===== src/rtl/dac_spi_arb_pkg.sv =====
// Shared types and constants for the DAC SPI arbiter.
package dac_spi_arb_pkg;

  // Transfer sequencer states
  typedef enum logic [2:0] {
    IDLE,
    SETUP,
    SHIFT_HI,
    SHIFT_LO,
    GAP
  } state_t;

  // Requester port indices
  localparam int PORT_CPU = 0;
  localparam int PORT_HW  = 1;

endpackage


===== src/rtl/spi_rr_arb2.sv =====
// Two-port round-robin arbiter: a lone request wins outright, and on a tie
// the port that was not granted last time wins. The grant is one-hot and combinational.
module spi_rr_arb2
  import dac_spi_arb_pkg::*;
(
  input  logic       req0,
  input  logic       req1,
  input  logic       last_grant,
  output logic [1:0] grant
);

  logic [1:0] req;

  assign req[PORT_CPU] = req0;
  assign req[PORT_HW]  = req1;

  generate
    for (genvar gi = 0; gi < 2; gi++) begin : g_port
      assign grant[gi] = req[gi] & (~req[1-gi] | (last_grant != 1'(gi)));
    end
  endgenerate

endmodule


===== src/rtl/dac_spi_arb.sv =====
// Shares one mode-0 DAC SPI link between a CPU requester and a HW tuning
// requester. Each transfer is a fixed-length exchange, MSB first. The received word
// is returned to the port that won arbitration.
module dac_spi_arb
  import dac_spi_arb_pkg::*;
#(
  parameter int DATA_W  = 16,
  parameter int CLK_DIV = 4
) (
  input  logic              clk_clk,
  input  logic              reset_reset,
  input  logic              req0,
  input  logic              req1,
  input  logic [DATA_W-1:0] wdata0,
  input  logic [DATA_W-1:0] wdata1,
  output logic              ack0,
  output logic              ack1,
  output logic [DATA_W-1:0] rdata,
  output logic              busy,
  input  logic              dac_spi_ext_MISO,
  output logic              dac_spi_ext_MOSI,
  output logic              dac_spi_ext_SCLK,
  output logic              dac_spi_ext_SS_n
);

  localparam int DIV_W = $clog2(CLK_DIV + 1);
  localparam int BIT_W = $clog2(DATA_W + 1);
  // GAP plus the following IDLE cycle keeps SS_n high for CLK_DIV cycles
  // between transfers. GAP needs at least one cycle to carry the ack.
  localparam int GAP_LEN = (CLK_DIV > 1) ? CLK_DIV - 1 : 1;
  localparam logic [DIV_W-1:0] DIV_LAST = DIV_W'(CLK_DIV - 1);
  localparam logic [DIV_W-1:0] GAP_LAST = DIV_W'(GAP_LEN - 1);
  localparam logic [BIT_W-1:0] BIT_DONE = BIT_W'(DATA_W);

  state_t              state_reg, state_next;
  logic [DIV_W-1:0]    div_reg, div_next, div_inc;
  logic [BIT_W-1:0]    bit_reg, bit_next;
  logic [DATA_W-1:0]   tx_reg, tx_next;
  logic [DATA_W-1:0]   rx_reg, rx_next;
  logic                grant_reg, grant_next;
  logic                last_grant_reg, last_grant_next;
  logic                ss_n_reg, ss_n_next;
  logic                sclk_reg, sclk_next;
  logic                mosi_reg, mosi_next;
  logic                busy_reg, busy_next;
  logic                ack0_reg, ack0_next;
  logic                ack1_reg, ack1_next;
  logic [DATA_W-1:0]   rdata_reg, rdata_next;
  logic [1:0]          grant_vec;
  logic [DATA_W-1:0]   wdata_sel;

  spi_rr_arb2 u_arb (
    .req0       (req0),
    .req1       (req1),
    .last_grant (last_grant_reg),
    .grant      (grant_vec)
  );

  assign wdata_sel = grant_vec[PORT_HW] ? wdata1 : wdata0;
  assign div_inc   = div_reg + DIV_W'(1);

  // Next-state, counters, shift registers and registered output values
  always_comb begin
    state_next      = state_reg;
    div_next        = div_reg;
    bit_next        = bit_reg;
    tx_next         = tx_reg;
    rx_next         = rx_reg;
    grant_next      = grant_reg;
    last_grant_next = last_grant_reg;
    ss_n_next       = ss_n_reg;
    sclk_next       = sclk_reg;
    mosi_next       = mosi_reg;
    busy_next       = busy_reg;
    ack0_next       = 1'b0;
    ack1_next       = 1'b0;
    rdata_next      = rdata_reg;

    case (state_reg)
      IDLE: begin
        if (|grant_vec) begin
          state_next      = SETUP;
          div_next        = '0;
          bit_next        = '0;
          grant_next      = grant_vec[PORT_HW];
          last_grant_next = grant_vec[PORT_HW];
          tx_next         = wdata_sel;
          ss_n_next       = 1'b0;
          mosi_next       = wdata_sel[DATA_W-1];
          busy_next       = 1'b1;
        end
      end
      SETUP: begin
        if (div_reg == DIV_LAST) begin
          state_next = SHIFT_HI;
          div_next   = '0;
          sclk_next  = 1'b1;
        end else begin
          div_next = div_inc;
        end
      end
      SHIFT_HI: begin
        // Slave data has been stable since the previous falling edge
        if (div_reg == '0) begin
          rx_next = {rx_reg[DATA_W-2:0], dac_spi_ext_MISO};
        end
        if (div_reg == DIV_LAST) begin
          state_next = SHIFT_LO;
          div_next   = '0;
          sclk_next  = 1'b0;
          bit_next   = bit_reg + BIT_W'(1);
          tx_next    = {tx_reg[DATA_W-2:0], 1'b0};
          mosi_next  = tx_reg[DATA_W-2];
        end else begin
          div_next = div_inc;
        end
      end
      SHIFT_LO: begin
        if (div_reg == DIV_LAST) begin
          div_next = '0;
          if (bit_reg == BIT_DONE) begin
            // The final low phase doubles as the SS hold time
            state_next = GAP;
            ss_n_next  = 1'b1;
            mosi_next  = 1'b0;
            ack0_next  = (grant_reg == 1'(PORT_CPU));
            ack1_next  = (grant_reg == 1'(PORT_HW));
            rdata_next = rx_reg;
          end else begin
            state_next = SHIFT_HI;
            sclk_next  = 1'b1;
          end
        end else begin
          div_next = div_inc;
        end
      end
      GAP: begin
        if (div_reg == GAP_LAST) begin
          state_next = IDLE;
          div_next   = '0;
          busy_next  = 1'b0;
        end else begin
          div_next = div_inc;
        end
      end
      default: begin
        state_next = IDLE;
      end
    endcase
  end

  // State and output registers with synchronous reset
  always_ff @(posedge clk_clk) begin
    if (reset_reset) begin
      state_reg      <= IDLE;
      div_reg        <= '0;
      bit_reg        <= '0;
      tx_reg         <= '0;
      rx_reg         <= '0;
      grant_reg      <= 1'b0;
      last_grant_reg <= 1'b1;
      ss_n_reg       <= 1'b1;
      sclk_reg       <= 1'b0;
      mosi_reg       <= 1'b0;
      busy_reg       <= 1'b0;
      ack0_reg       <= 1'b0;
      ack1_reg       <= 1'b0;
      rdata_reg      <= '0;
    end else begin
      state_reg      <= state_next;
      div_reg        <= div_next;
      bit_reg        <= bit_next;
      tx_reg         <= tx_next;
      rx_reg         <= rx_next;
      grant_reg      <= grant_next;
      last_grant_reg <= last_grant_next;
      ss_n_reg       <= ss_n_next;
      sclk_reg       <= sclk_next;
      mosi_reg       <= mosi_next;
      busy_reg       <= busy_next;
      ack0_reg       <= ack0_next;
      ack1_reg       <= ack1_next;
      rdata_reg      <= rdata_next;
    end
  end

  assign ack0             = ack0_reg;
  assign ack1             = ack1_reg;
  assign rdata            = rdata_reg;
  assign busy             = busy_reg;
  assign dac_spi_ext_MOSI = mosi_reg;
  assign dac_spi_ext_SCLK = sclk_reg;
  assign dac_spi_ext_SS_n = ss_n_reg;

endmodule


===== config.mk =====
export PLATFORM = sky130hd
export DESIGN_NAME = dac_spi_arb
export DESIGN_NICKNAME = d
export VERILOG_FILES = /design/src/rtl/dac_spi_arb_pkg.sv /design/src/rtl/spi_rr_arb2.sv /design/src/rtl/dac_spi_arb.sv
export SDC_FILE = /design/constraint.sdc
export NUM_CORES = 1
export LEC_CHECK = 0
export BUFFER_PORTS_ARGS = -buffer_cell sky130_fd_sc_hd__buf_2
export CORE_MARGIN = 4
export CORE_UTILIZATION = 45
export DETAILED_ROUTE_END_ITERATION = 12
export GPL_ROUTABILITY_DRIVEN = 1
export GPL_TIMING_DRIVEN = 0
export PLACE_DENSITY = 0.67
export SLEW_MARGIN = 5
export SYNTH_ARGS = -nofsm -noshare
export SYNTH_HDL_FRONTEND = slang
export SYNTH_SLANG_ARGS = --single-unit

===== constraint.sdc =====
create_clock -name clk_clk -period 2 [get_ports clk_clk]
set_input_delay 0.1 -clock clk_clk [delete_from_list [all_inputs] [get_ports clk_clk]]
set_output_delay 0.1 -clock clk_clk [all_outputs]
set_load 0.01 [all_outputs]

=== Yosys cells after proc, flatten, opt, wreduce, memory -nomap -nowiden ===
Cells that the tools add are included.

* Add/subtract/negate cells: 2
* Multiply operators: 0
* Div/mod/pow operators: 0
* Order comparisons: 0
* Equality and inequality tests: 14
* Shift-type cells: 0
* Multiplexer cells: 35
* Bitwise logic cells: 11
* Reductions and logical operators: 21

{| class="wikitable"
|+ Operator list
! operator !! number
|-
| $mux 15 || 2
|-
| $pmux 15 s2 || 1
|-
| $mux 3 || 9
|-
| $mux 16 || 1
|-
| $pmux 3 s5 || 1
|-
| $reduce_and 5->1 || 3
|-
| $ne 2x2->1 const B || 7
|-
| $mux 1 || 13
|-
| $eq 3x2->1 const B || 4
|-
| $mux 5 || 2
|-
| $pmux 5 s2 || 1
|-
| $pmux 3 s3 || 1
|-
| $reduce_and 3->1 || 3
|-
| $reduce_bool 3->1 || 3
|-
| $not 1->1 || 7
|-
| $logic_not 3->1 || 2
|-
| $pmux 1 s3 || 2
|-
| $reduce_and 2->1 || 3
|-
| $reduce_bool 2->1 || 3
|-
| $add 5x1->5 const B || 1
|-
| $eq 5x5->1 const B || 1
|-
| $pmux 1 s2 || 2
|-
| $reduce_and 4->1 || 1
|-
| $reduce_or 4->1 || 1
|-
| other kinds (7) || 9
|}

* Register bits: 66
* Latch bits: 0
* Memory bits (writable): 0
* ROM bits: 0
* Input port bits: 37
* Logic and storage cells: 97
* Memories: 0

=== Depth between registers and ports, before layout ===
Gate-level depths: netlist of run 1.

* Depth after elaboration: 6
* Mapped depth: 8
* Depth with buffers taken out: 6

=== By module ===
A second synthesis of run 1 with hierarchy kept.

* Cells, all modules: 349
* Area total of the unflattened synthesis: 3045.4 sq um

{| class="wikitable"
|+ By module, submodules not included
! module !! instances !! cells an instance !! area each (sq um)
|-
| dac_spi_arb || 1 || 346 || 3026.7
|-
| spi_rr_arb2 || 1 || 3 || 18.8
|}

=== Worst setup path after synthesis of run 1 ===
Ideal clock, no wire load.

* Path kind: register to register
* From: reg state_reg[1]
* To: reg rx_reg[6]
* Library setup time: 0.128 ns
* Data arrival time: 1.748 ns
* Required time: 1.872 ns
* Slack: 0.124 ns
* Cell stages (with the launch flop): 9
* Buffers on the path: 4
* Period minus slack after synthesis: 1.876 ns
* Cells stage by stage: dfxtp_1 -> buf_4 -> or3b_1 -> clkbuf_2 -> or3b_1 -> buf_6 -> buf_8 -> mux2i_1 -> nor2_1

* Cells in the longest elaborated chain, start to end: 2

{| class="wikitable"
|+ RTL lines
! item !! line !! RTL
|-
| start: declaration || dac_spi_arb.sv:35 || <nowiki>state_t state_reg, state_next;</nowiki>
|-
| start signal: assignment || dac_spi_arb.sv:170 || <nowiki>state_reg <= state_next;</nowiki>
|-
| $eq 3x2->1 || dac_spi_arb.sv:79 || <nowiki>case (state_reg)</nowiki>
|-
| $reduce_and 2->1 (no source line) || - ||
|-
| end signal: assignment || dac_spi_arb.sv:174 || <nowiki>rx_reg <= rx_next;</nowiki>
|-
| end: declaration || dac_spi_arb.sv:39 || <nowiki>logic [DATA_W-1:0] rx_reg, rx_next;</nowiki>
|}

Every way passes these cells.
A chain may end at the register's enable or synchronous reset.

=== Worst setup path after layout of run 1 ===
* From: reg state_reg[1]
* To: reg rx_reg[9]

Same word-level chain as after synthesis.

==> results of run 1 <==
==> worst paths after layout <==
check	to	cells after the start	start	slack, ns
hold / removal	rx_reg[0]$_SDFFE_PP0P_	3	dac_spi_ext_MISO	0.01
hold reg to reg	rdata[7]$_SDFFE_PP0P_	2	rdata[7]$_SDFFE_PP0P_	0.45
setup reg to reg	rx_reg[9]$_SDFFE_PP0P_	7	state_reg[1]$_SDFFE_PP0P_	0.10
setup / recovery	rx_reg[9]$_SDFFE_PP0P_	7	state_reg[1]$_SDFFE_PP0P_	0.10
==> layout make-up <==
| cell class | instances | area, um2 | share of cell area |
|---|---|---|---|
| Clock inverter | 7 | 58.8 | 0.0161 |
| Timing Repair Buffer | 63 | 330 | 0.0902 |
| Tap cell | 77 | 96.3 | 0.0263 |
| Inverter | 9 | 33.8 | 0.00922 |
| Sequential cell | 66 | 1320 | 0.361 |
| Buffer | 23 | 124 | 0.0338 |
| Multi-Input combinational cell | 243 | 1570 | 0.429 |
| Clock buffer | 9 | 124 | 0.0338 |
==> worst max-delay path, delay by kind of cell (launching register included) <==
kind | cells | cell delay [ns]
mux | 1 | 0.17
simple gates | 3 | 0.84
flops | 1 | 0.34
buf+inv | 3 | 0.43
==> cells in the final DEF (no fill, tap or decap), types with 2 or more instances in the layout <==
master,n
a2111oi_0,2
a211o_1,15
a211oi_1,3
a21oi_1,41
and3_1,2
buf_2,60
buf_4,6
buf_6,2
clkbuf_1,13
clkbuf_2,3
clkbuf_8,9
clkinvlp_4,2
dfxtp_1,65
ha_1,7
inv_1,9
inv_6,4
mux2i_1,31
nand2_1,53
nand3b_1,2
nor2_1,26
nor2b_1,16
nor3_1,3
nor3b_1,3
o211ai_1,4
o21ai_0,7
or3b_4,2
xor2_1,3
==> cell families after synthesis <==
family / after synthesis / synth area share
buffers and inverters: 36 / 0.0538
XOR/XNOR: 4 / 0.0116
AND/OR/NAND/NOR: 118 / 0.187
adder cells (fa/ha/maj): 8 / 0.0331
multiplexers: 32 / 0.106
AO/OA/AOI/OAI: 81 / 0.171
flip-flops: 66 / 0.437
==> per-layer routing <==
layer	up-vias	routed length, um	global-route usage
met5	-	0	0
li1	1334	-	-
met1	1233	3330	0.236
met2	69	3270	0.278
met4	0	97	0.0676
met3	8	424	0.0568
==> power by group <==
part	switching, mW	internal [mW]
clock	0.576	0.468
combinational	0.286	0.235
sequential	0.0452	1.38
==> through the flow <==
step / TNS [ns] / utilization / cells
detailed placement: -3.91 / 0.530 / 479
floorplan: 0 / - / 345
global route: 0 / 0.570 / 497
CTS: 0 / 0.563 / 494
finish: 0 / 0.570 / 497
global placement: -3.41 / 0.530 / 479
==> repair_timing <==
| item | in CTS | in global routing |
|---|---|---|
| setup endpoints to repair | 37 | 37 |
| gates resized for setup | 10 | 6 |
| cloned | 0 | 0 |
| pin swaps | 1 | 3 |
| setup buffers | 2 | 4 |
==> results.txt, run 1 <==
CTS Hold Bufs - 0
clock latency on the worst-skew pair - 0.35 ns
Finished Cell Area - 3660 um2
RD Place Congestion - 0.837
initial antenna violation count - 0
# IOs - 59
root buf cell - clkbuf_8
top-count cell post-synth - dfxtp_1
RSZ-0062 raised after global routing - false
routed vias - 2644
fillers - 591
dpl hpwl - 5030 um
GRT overflow - 0
Die Height - 90.0 um
status - completed
Final nets - 460
Max Freq - 0.527 GHz
CTS buffer count - 9
register bit count reported by yosys - 66
ys flop type - dfxtp_1
Core ar. - 6420 um2
Via density - 5.32
total of max-cap violations - 0
share of cells above drive strength 1 - 0.240
Post-synth ARST share - 0
CTS tree - yes
Worst-Margin Slew - 0.612 ns
WS Path Type - reg2reg
Post-synth EDFFs - 0
Clock Skews - 0.0123 ns
largest cells by area after synthesis - dfxtp_1 44%, mux2i_1 10%, a21oi_1 6.8%
Commonest cells post-synth - 66 x dfxtp_1, 53 x nand2_1, 41 x a21oi_1
crit path time final - 1.90 ns
CP peak stage delay - 0.41 ns
first drt pass iteration count - 4
worst hold path type - in2reg
CP Data Required Time - 2.23 ns
Routed WL per cell - 14.3 um
Startpoint Class - flop
post-route ant nets - 0
die footprint - 8090 um2
post-synth top area cell - dfxtp_1
# diodes - 0
pre-CTS WS - -0.244 ns
Total Routed Length - 7120 um
Syn Std Cell Area - 3020 um2
Post-Syn Nets - 390
fin. max-slew vios - 0
Synth Warn # - 0
port bufs - 57
power per cell area - 818 nW/um2
Slew Limit Headroom - 0.592
sequential fraction of the synthesis area - 0.437
Worst-path clk slew - 0.09 ns
Max IR drop VDD - 0.489 mV
row count - 29
drt drc - 0
total power - 2.99 mW
Final Hold Vio Count - 0
GRT Util Overall - 0.180
starting density of the core - 0.471
largest net degree at the start of global routing - 15
Clock Sinks - 66
area post-placement - 3400 um2
Die Wd - 90.0 um
final period utilization - 0.948
critical path data arrival time - 2.13 ns
Post-Synthesis Cells - 345
slowest stage cell, crit path - or3b_4
Synth Area per Inst - 8.76 um2
crit-path cells - buf_6, or3b_4, or3b_4, buf_6, buf_8, mux2i_1, nor2_1
Yosys cell types - 45
Area Overhead vs Synth - 21.2%
Initial DRC Count - 115
Setup crit end kind - flop
Crit Path Max Fanout - 10
Final setup viols - 0
Leak Pwr - 1.60 nW
CTS max path bufs - 2
post-route setup slack - 0.104 ns
H-tree levels - 3
wire length of the first global-routing pass - 12000 um
post-synth top area share - 0.437
Hold WS - 0.0109 ns
vias in the first global route - 2617
Power figures use the tool's default switching activity.
==> inputs of run 2 (changes only) <==
CELL_PAD_IN_SITES_DETAIL_PLACEMENT = 2   (was not set)
CELL_PAD_IN_SITES_GLOBAL_PLACEMENT = 2   (was not set)
CORE_UTILIZATION = 34   (was 45)
CTS_BUF_LIST = sky130_fd_sc_hd__clkbuf_4 sky130_fd_sc_hd__clkbuf_8   (was not set)
HOLD_SLACK_MARGIN = 0.1   (was not set)
PLACE_DENSITY = 0.82   (was 0.67)
==> run 2 against run 1 <==
Critical path depth is the same. Design area up 4.6%. Clock skew decreased by 0.0038 ns. Critical path type unchanged. Critical endpoint unchanged. Routed wire length is 46% higher. Final cell count increased by 6.6%. Fmax down 3.9%. Via count grew 7.1%. Register-to-register slack got worse by 0.08 ns.
==> results.txt, run 2 (synthesized netlist as in run 1, its figures left out) <==
status - completed
WS Path Type - reg2reg
DP Cell Count - 510 (+6.5%)
Die Wd - 102 um (+14%)
row count - 34 (+17%)
routed vias - 2831 (+7.1%)
commonest cells after routing, fill and taps aside - 65 x dfxtp_1, 59 x buf_2, 53 x nand2_1
first drt pass iteration count - 4 (unchanged)
Core ar. - 8680 um2 (+35%)
fillers - 979 (+66%)
setup_tns - 0 ns (unchanged)
total of max-cap violations - 0 (unchanged)
die footprint - 10500 um2 (+29%)
vias in the first global route - 3107 (+19%)
Register Area - 1320 um2 (unchanged)
# IOs - 59 (unchanged)
Max Freq - 0.507 GHz (-3.9%)
largest net degree at the start of global routing - 13 (-2)
worst hold path type - in2reg
power per cell area - 937 nW/um2 (+15%)
Leak Pwr - 1.67 nW (+4.1%)
CTS tree - yes
most common cell after layout, fill and taps aside - dfxtp_1
dpl hpwl - 6560 um (+31%)
crit path time final - 1.97 ns (+0.0764 ns)
starting density of the core - 0.348 (-0.122)
Final nets - 462 (+0.43%)
critical path data arrival time - 2.20 ns (+0.07 ns)
Worst-Margin Slew - 0.630 ns (+0.0181 ns)
H-tree levels - 3 (unchanged)
drt drc - 0 (unchanged)
Final Non-Filler Cells - 530 (+6.6%)
Startpoint Class - flop
area post-placement - 3440 um2 (+1.1%)
Setup crit end kind - flop
Initial DRC Count - 76 (-34%)
Via density - 5.34 (+0.41%)
Final setup viols - 0 (unchanged)
Total Routed Length - 10400 um (+46%)
clock latency on the worst-skew pair - 0.35 ns (about the same)
Die Height - 102 um (+14%)
CP Data Required Time - 2.23 ns (about the same)
Slew Limit Headroom - 0.580 (-0.0121)
wire length of the first global-routing pass - 16000 um (+34%)
CTS buffer count - 9 (unchanged)
Max IR drop VDD - 0.378 mV (-23%)
fin. max-slew vios - 0 (unchanged)
port bufs - 57 (unchanged)
# diodes - 0 (unchanged)
Clock Skews - 0.00848 ns (-0.00384 ns)
Routed WL per cell - 19.7 um (+37%)
GRT overflow - 0 (unchanged)
Multi-input gate area - 1580 um2 (+0.72%)
RD Place Congestion - 0.762 (-9.0%)
CTS max path bufs - 2 (unchanged)
Clock Sinks - 66 (unchanged)
GRT Util Overall - 0.199 (+0.0191)
pre-CTS WS - -0.375 ns (-0.131 ns)
final period utilization - 0.986 (+0.0382)
Final Hold Vio Count - 0 (unchanged)
share of cells above drive strength 1 - 0.246 (+0.00597)
Crit Path Max Fanout - 10 (unchanged)
Worst-path clk slew - 0.08 ns (about the same)
final core occ - 0.442 (-0.129)
Finished Cell Area - 3830 um2 (+4.6%)
post-route ant nets - 0 (unchanged)
root buf cell - clkbuf_8
initial antenna violation count - 0 (unchanged)
Area Overhead vs Synth - 26.8%
post-route setup slack - 0.0272 ns (-0.0764 ns)
==> run 2: cell count changes in the layout (fill, tap and decap cells not counted), sizes merged <==
cell	before	now
buf	69	70
bufinv	0	4
inv	13	9
dlygate4sd3	0	1
clkinvlp	2	0
clkinv	1	2
clkbuf	26	27
==> run 2: path summary, 6_finish.rpt <==
kind | from | end | slack (ns) | cells after the start
setup / recovery | state_reg[1]$_SDFFE_PP0P_ | rx_reg[9]$_SDFFE_PP0P_ | 0.03 | 7
hold / removal | req0 | div_reg[2]$_SDFFE_PP0P_ | 0.16 | 4
hold reg to reg | rdata[13]$_SDFFE_PP0P_ | rdata[13]$_SDFFE_PP0P_ | 0.46 | 2
setup reg to reg | state_reg[1]$_SDFFE_PP0P_ | rx_reg[9]$_SDFFE_PP0P_ | 0.03 | 7
==> run 2: through the flow <==
| step | power [mW] | hold slack, ns |
|---|---|---|
| detailed placement | 1.99 | 0.372 |
| global route | 3.74 | 0.153 |
| global placement | 1.97 | 0.348 |
| finish | 3.59 | 0.162 |
| CTS | 3.58 | 0.164 |
| floorplan | 1.82 | 0.244 |
==> run 2: layout make-up <==
| type | count | share of cell area |
|---|---|---|
| buffer | 23 | 0.0349 |
| inverter | 9 | 0.00881 |
| clock inverter | 6 | 0.0359 |
| timing repair buffer | 65 | 0.0908 |
| sequential | 66 | 0.345 |
| clock buffer | 10 | 0.0359 |
| tap | 108 | 0.0353 |
| multi-input combinational | 243 | 0.413 |
==> run 2: what timing repair did <==
| item | CTS | global route |
|---|---|---|
| pin swaps | 3 | 0 |
| setup buffers | 5 | 2 |
| hold endpoints to repair | 1 | 0 |
| setup endpoints to repair | 45 | 42 |
| gates resized for setup | 11 | 14 |
| hold buffers | 1 | 0 |
==> run 2: routing by layer <==
layer	up-vias	GRT usage	routed length [um]
met5	-	0	0
met4	0	0.0525	161
met3	16	0.0362	351
met2	53	0.366	5530
met1	1426	0.237	4380
li1	1336	-	-
==> run 2: worst max-delay path, cell delays in order (launching register included) <==
cell and delay [ns]:
dfxtp_1 0.34, buf_6 0.11, or3b_4 0.39, or3b_4 0.42
buf_6 0.16, buf_8 0.15, mux2i_1 0.19, nor2_1 0.08
==> run 2: power breakdown <==
| part | leakage [nW] | switching [mW] | internal [mW] | total, mW |
|---|---|---|---|---|
| combinational | 0.996 | 0.336 | 0.245 | 0.581 |
| clock | 0.137 | 0.580 | 0.993 | 1.57 |
| sequential | 0.537 | 0.0501 | 1.38 | 1.43 |
==> inputs of run 3 (changes only) <==
SYNTH_HIERARCHICAL = 1   (was not set)
==> run 3 against run 2 <==
Sequential share of layout area hardly changed. Design area stayed put. Global-route usage is 1.2 points lower. Register-to-register slack better by 0.03 ns. Largest cell class unchanged.
==> results.txt, run 3 <==
Synth Warn # - 6 (+6)
Post-synth ARST share - 0 (unchanged)
combinational share of power - 0.132 (-0.030)
routed vias - 2850 (+0.67%)
largest net degree at the start of global routing - 13 (unchanged)
P_int - 2.37 mW (-9.7%)
post-route ant nets - 0 (unchanged)
post-synth top area share - 0.434 (-0.00323)
starting density of the core - 0.349 (+0.000883)
Commonest cells post-synth - 66 x dfxtp_1, 43 x a21oi_1, 42 x nand2_1
ys flop type - dfxtp_1
power per cell area - 833 nW/um2 (-11%)
sequential fraction of the synthesis area - 0.434 (-0.00323)
CTS max path bufs - 2 (unchanged)
first drt pass iteration count - 4 (unchanged)
sequential power share - 0.438 (+0.038)
Max Freq - 0.515 GHz (+1.6%)
register bit count reported by yosys - 66 (unchanged)
most common cell after layout, fill and taps aside - dfxtp_1
CP peak stage delay - 0.39 ns (-0.03 ns)
Hold Path Depth - 4 (unchanged)
final period utilization - 0.971 (-0.0156)
Final nets - 468 (+1.3%)
final core occ - 0.439 (-0.00215)
Yosys cell types - 36 (-20%)
port bufs - 57 (unchanged)
CTS buffer count - 9 (unchanged)
row count - 34 (unchanged)
commonest cells after routing, fill and taps aside - 64 x dfxtp_1, 63 x buf_2, 42 x nand2_1
Leak Pwr - 1.69 nW (+1.4%)
Final Non-Filler Cells - 537 (+1.3%)
Reg2Reg Depth - 8 (+1)
largest cells by area after synthesis - dfxtp_1 43%, mux2i_1 10%, a21oi_1 7.1%
crit path time final - 1.94 ns (-0.0311 ns)
vias in the first global route - 3000 (-3.4%)
drt drc - 0 (unchanged)
die footprint - 10500 um2 (+0.69%)
top-count cell post-synth - dfxtp_1
WS Path Type - reg2reg
# IOs - 59 (unchanged)
Max IR drop VDD - 0.360 mV (-4.9%)
dpl hpwl - 6700 um (+2.0%)
Synth Area per Inst - 8.73 um2 (-0.41%)
Area Overhead vs Synth - 25.8%
fin. max-slew vios - 0 (unchanged)
Hold WS - 0.215 ns (+0.0529 ns)
share of cells above drive strength 1 - 0.266 (+0.0193)
total of max-cap violations - 0 (unchanged)
Clock Sinks - 66 (unchanged)
Worst-Margin Slew - 0.614 ns (-0.0160 ns)
Psw - 822 uW (-15%)
CP most frequent cell - buf_6
worst hold path type - in2reg
post-route setup slack - 0.0583 ns (+0.0311 ns)
status - completed
Post-Synthesis Cells - 349 (+1.2%)
Crit Path Max Fanout - 10 (unchanged)
Via density - 5.31 (-0.64%)
Core ar. - 8720 um2 (+0.49%)
wire length of the first global-routing pass - 15300 um (-4.7%)
CTS tree - yes
Switching Share - 0.258 (-0.0115)
Die Wd - 103 um (+0.34%)
Clk pwr share - 0.430 (-0.008)
Syn Std Cell Area - 3050 um2 (+0.75%)
Post-synth EDFFs - 0 (unchanged)
critical path depth - 8 (+1)
Worst-path clk slew - 0.08 ns (about the same)
Slew Limit Headroom - 0.591 (+0.0107)
H-tree levels - 3 (unchanged)
RD Place Congestion - 0.757 (-0.70%)
Setup crit end kind - flop
GRT Util Overall - 0.187 (-0.0124)
Startpoint Class - flop
GRT overflow - 0 (unchanged)
# diodes - 0 (unchanged)
critical path data arrival time - 2.13 ns (-0.07 ns)
Bufs and invs on worst path - 4 (+1)
Initial DRC Count - 78 (+2.6%)
root buf cell - clkbuf_8
Die Height - 103 um (+0.34%)
Post-Syn Nets - 393 (+0.77%)
DP Cell Count - 514 (+0.78%)
Final setup viols - 0 (unchanged)
Routed WL per cell - 17.7 um (-9.8%)
pre-CTS WS - 0.00105 ns (+0.376 ns)
Clock Skews - 0.00834 ns (-0.000133 ns)
Total Routed Length - 9510 um (-8.7%)
clock latency on the worst-skew pair - 0.35 ns (about the same)
slowest stage cell, crit path - or3b_4
initial antenna violation count - 0 (unchanged)
Final Hold Vio Count - 0 (unchanged)
post-synth top area cell - dfxtp_1
delay-heaviest family, CP - simple AND/OR/NAND/NOR gates
CP Data Required Time - 2.19 ns (-0.04 ns)
crit-path cells - buf_6, or3b_4, buf_6, or3b_4, buf_6, buf_6, nand2_1, a21oi_1
==> run 3: cell types whose count changed after synthesis, moves of 5 or more <==
cell      change
nand2_1      -11
nor2b_1      -15
o21ai_0      +13
buf_2         +7
clkbuf_1      -5
a211o_1      -15
nand3_1       +6
a2111o_1     +14
nor2_1       +11
==> run 3: stage by stage <==
stage                     area (um2)  TNS (ns)  total power, mW
final                           3830         0             3.19
after global routing            3830   -0.0151             3.34
after CTS                       3730         0             3.21
after detailed placement        3470         0             1.83
after global placement          3470         0             1.81
after floorplan                 3050         0             1.68
==> run 3: cell families after synthesis <==
kind of cell | count (synthesis) | share of synthesized area
buffers and inverters | 38 | 0.0608
AND/OR/NAND/NOR | 114 | 0.176
multiplexers | 33 | 0.109
AO/OA/AOI/OAI | 91 | 0.191
flip-flops | 66 | 0.434
adder cells (fa/ha/maj) | 7 | 0.0288
==> run 3: worst register-to-register path: stages, from the launching register on <==
cell     delay, ns
dfxtp_2       0.33
buf_6         0.10
or3b_4        0.38
buf_6         0.14
or3b_4        0.39
buf_6         0.14
buf_6         0.14
nand2_1       0.08
a21oi_1       0.08
==> run 3: power groups by stage <==
stage          Clock, mW  Combinational, mW  Sequential [mW]
2_1_floorplan          0              0.256             1.42
3_3_place_gp           0              0.381             1.42
4_1_cts             1.40              0.408             1.40
5_1_grt             1.46              0.477             1.40
6_report            1.37              0.421             1.40
3_5_place_dp           0              0.398             1.43
==> run 3: final cells by class <==
class	instances	area (um2)
clock buffers	9	124
fillers	977	4890
well taps	108	135
plain buffers	30	183
repair buffers	64	340
multi-input cells	245	1580
flip-flops and latches	66	1320
clock inverters	7	118
inverters	8	30.0
==> run 3: final timing paths <==
path	start	endpoint	slack, ns
setup / recovery	state_reg[1]$_SDFFE_PP0P_	rx_reg[13]$_SDFFE_PP0P_	0.06
hold / removal	req1	last_grant_reg$_SDFFE_PP1P_	0.22
setup reg to reg	state_reg[1]$_SDFFE_PP0P_	rx_reg[13]$_SDFFE_PP0P_	0.06
hold reg to reg	tx_reg[11]$_SDFFE_PP0P_	tx_reg[11]$_SDFFE_PP0P_	0.48
==> run 3: repair_timing <==
| item | in CTS | in global routing |
|---|---|---|
| hold endpoints to repair | 1 | 0 |
| buffers inserted | 0 | 6 |
| pin swaps | 0 | 1 |
| endpoints found under the setup margin | 9 | 48 |
| gates resized for setup | 8 | 24 |
| hold buffers | 1 | 0 |
==> run 3: routing by layer <==
| metal | track usage | share of wire |
|---|---|---|
| met5 | 0 | 0 |
| met4 | 0.0404 | 0.010 |
| met2 | 0.338 | 0.52 |
| met3 | 0.0453 | 0.033 |
| met1 | 0.223 | 0.44 |
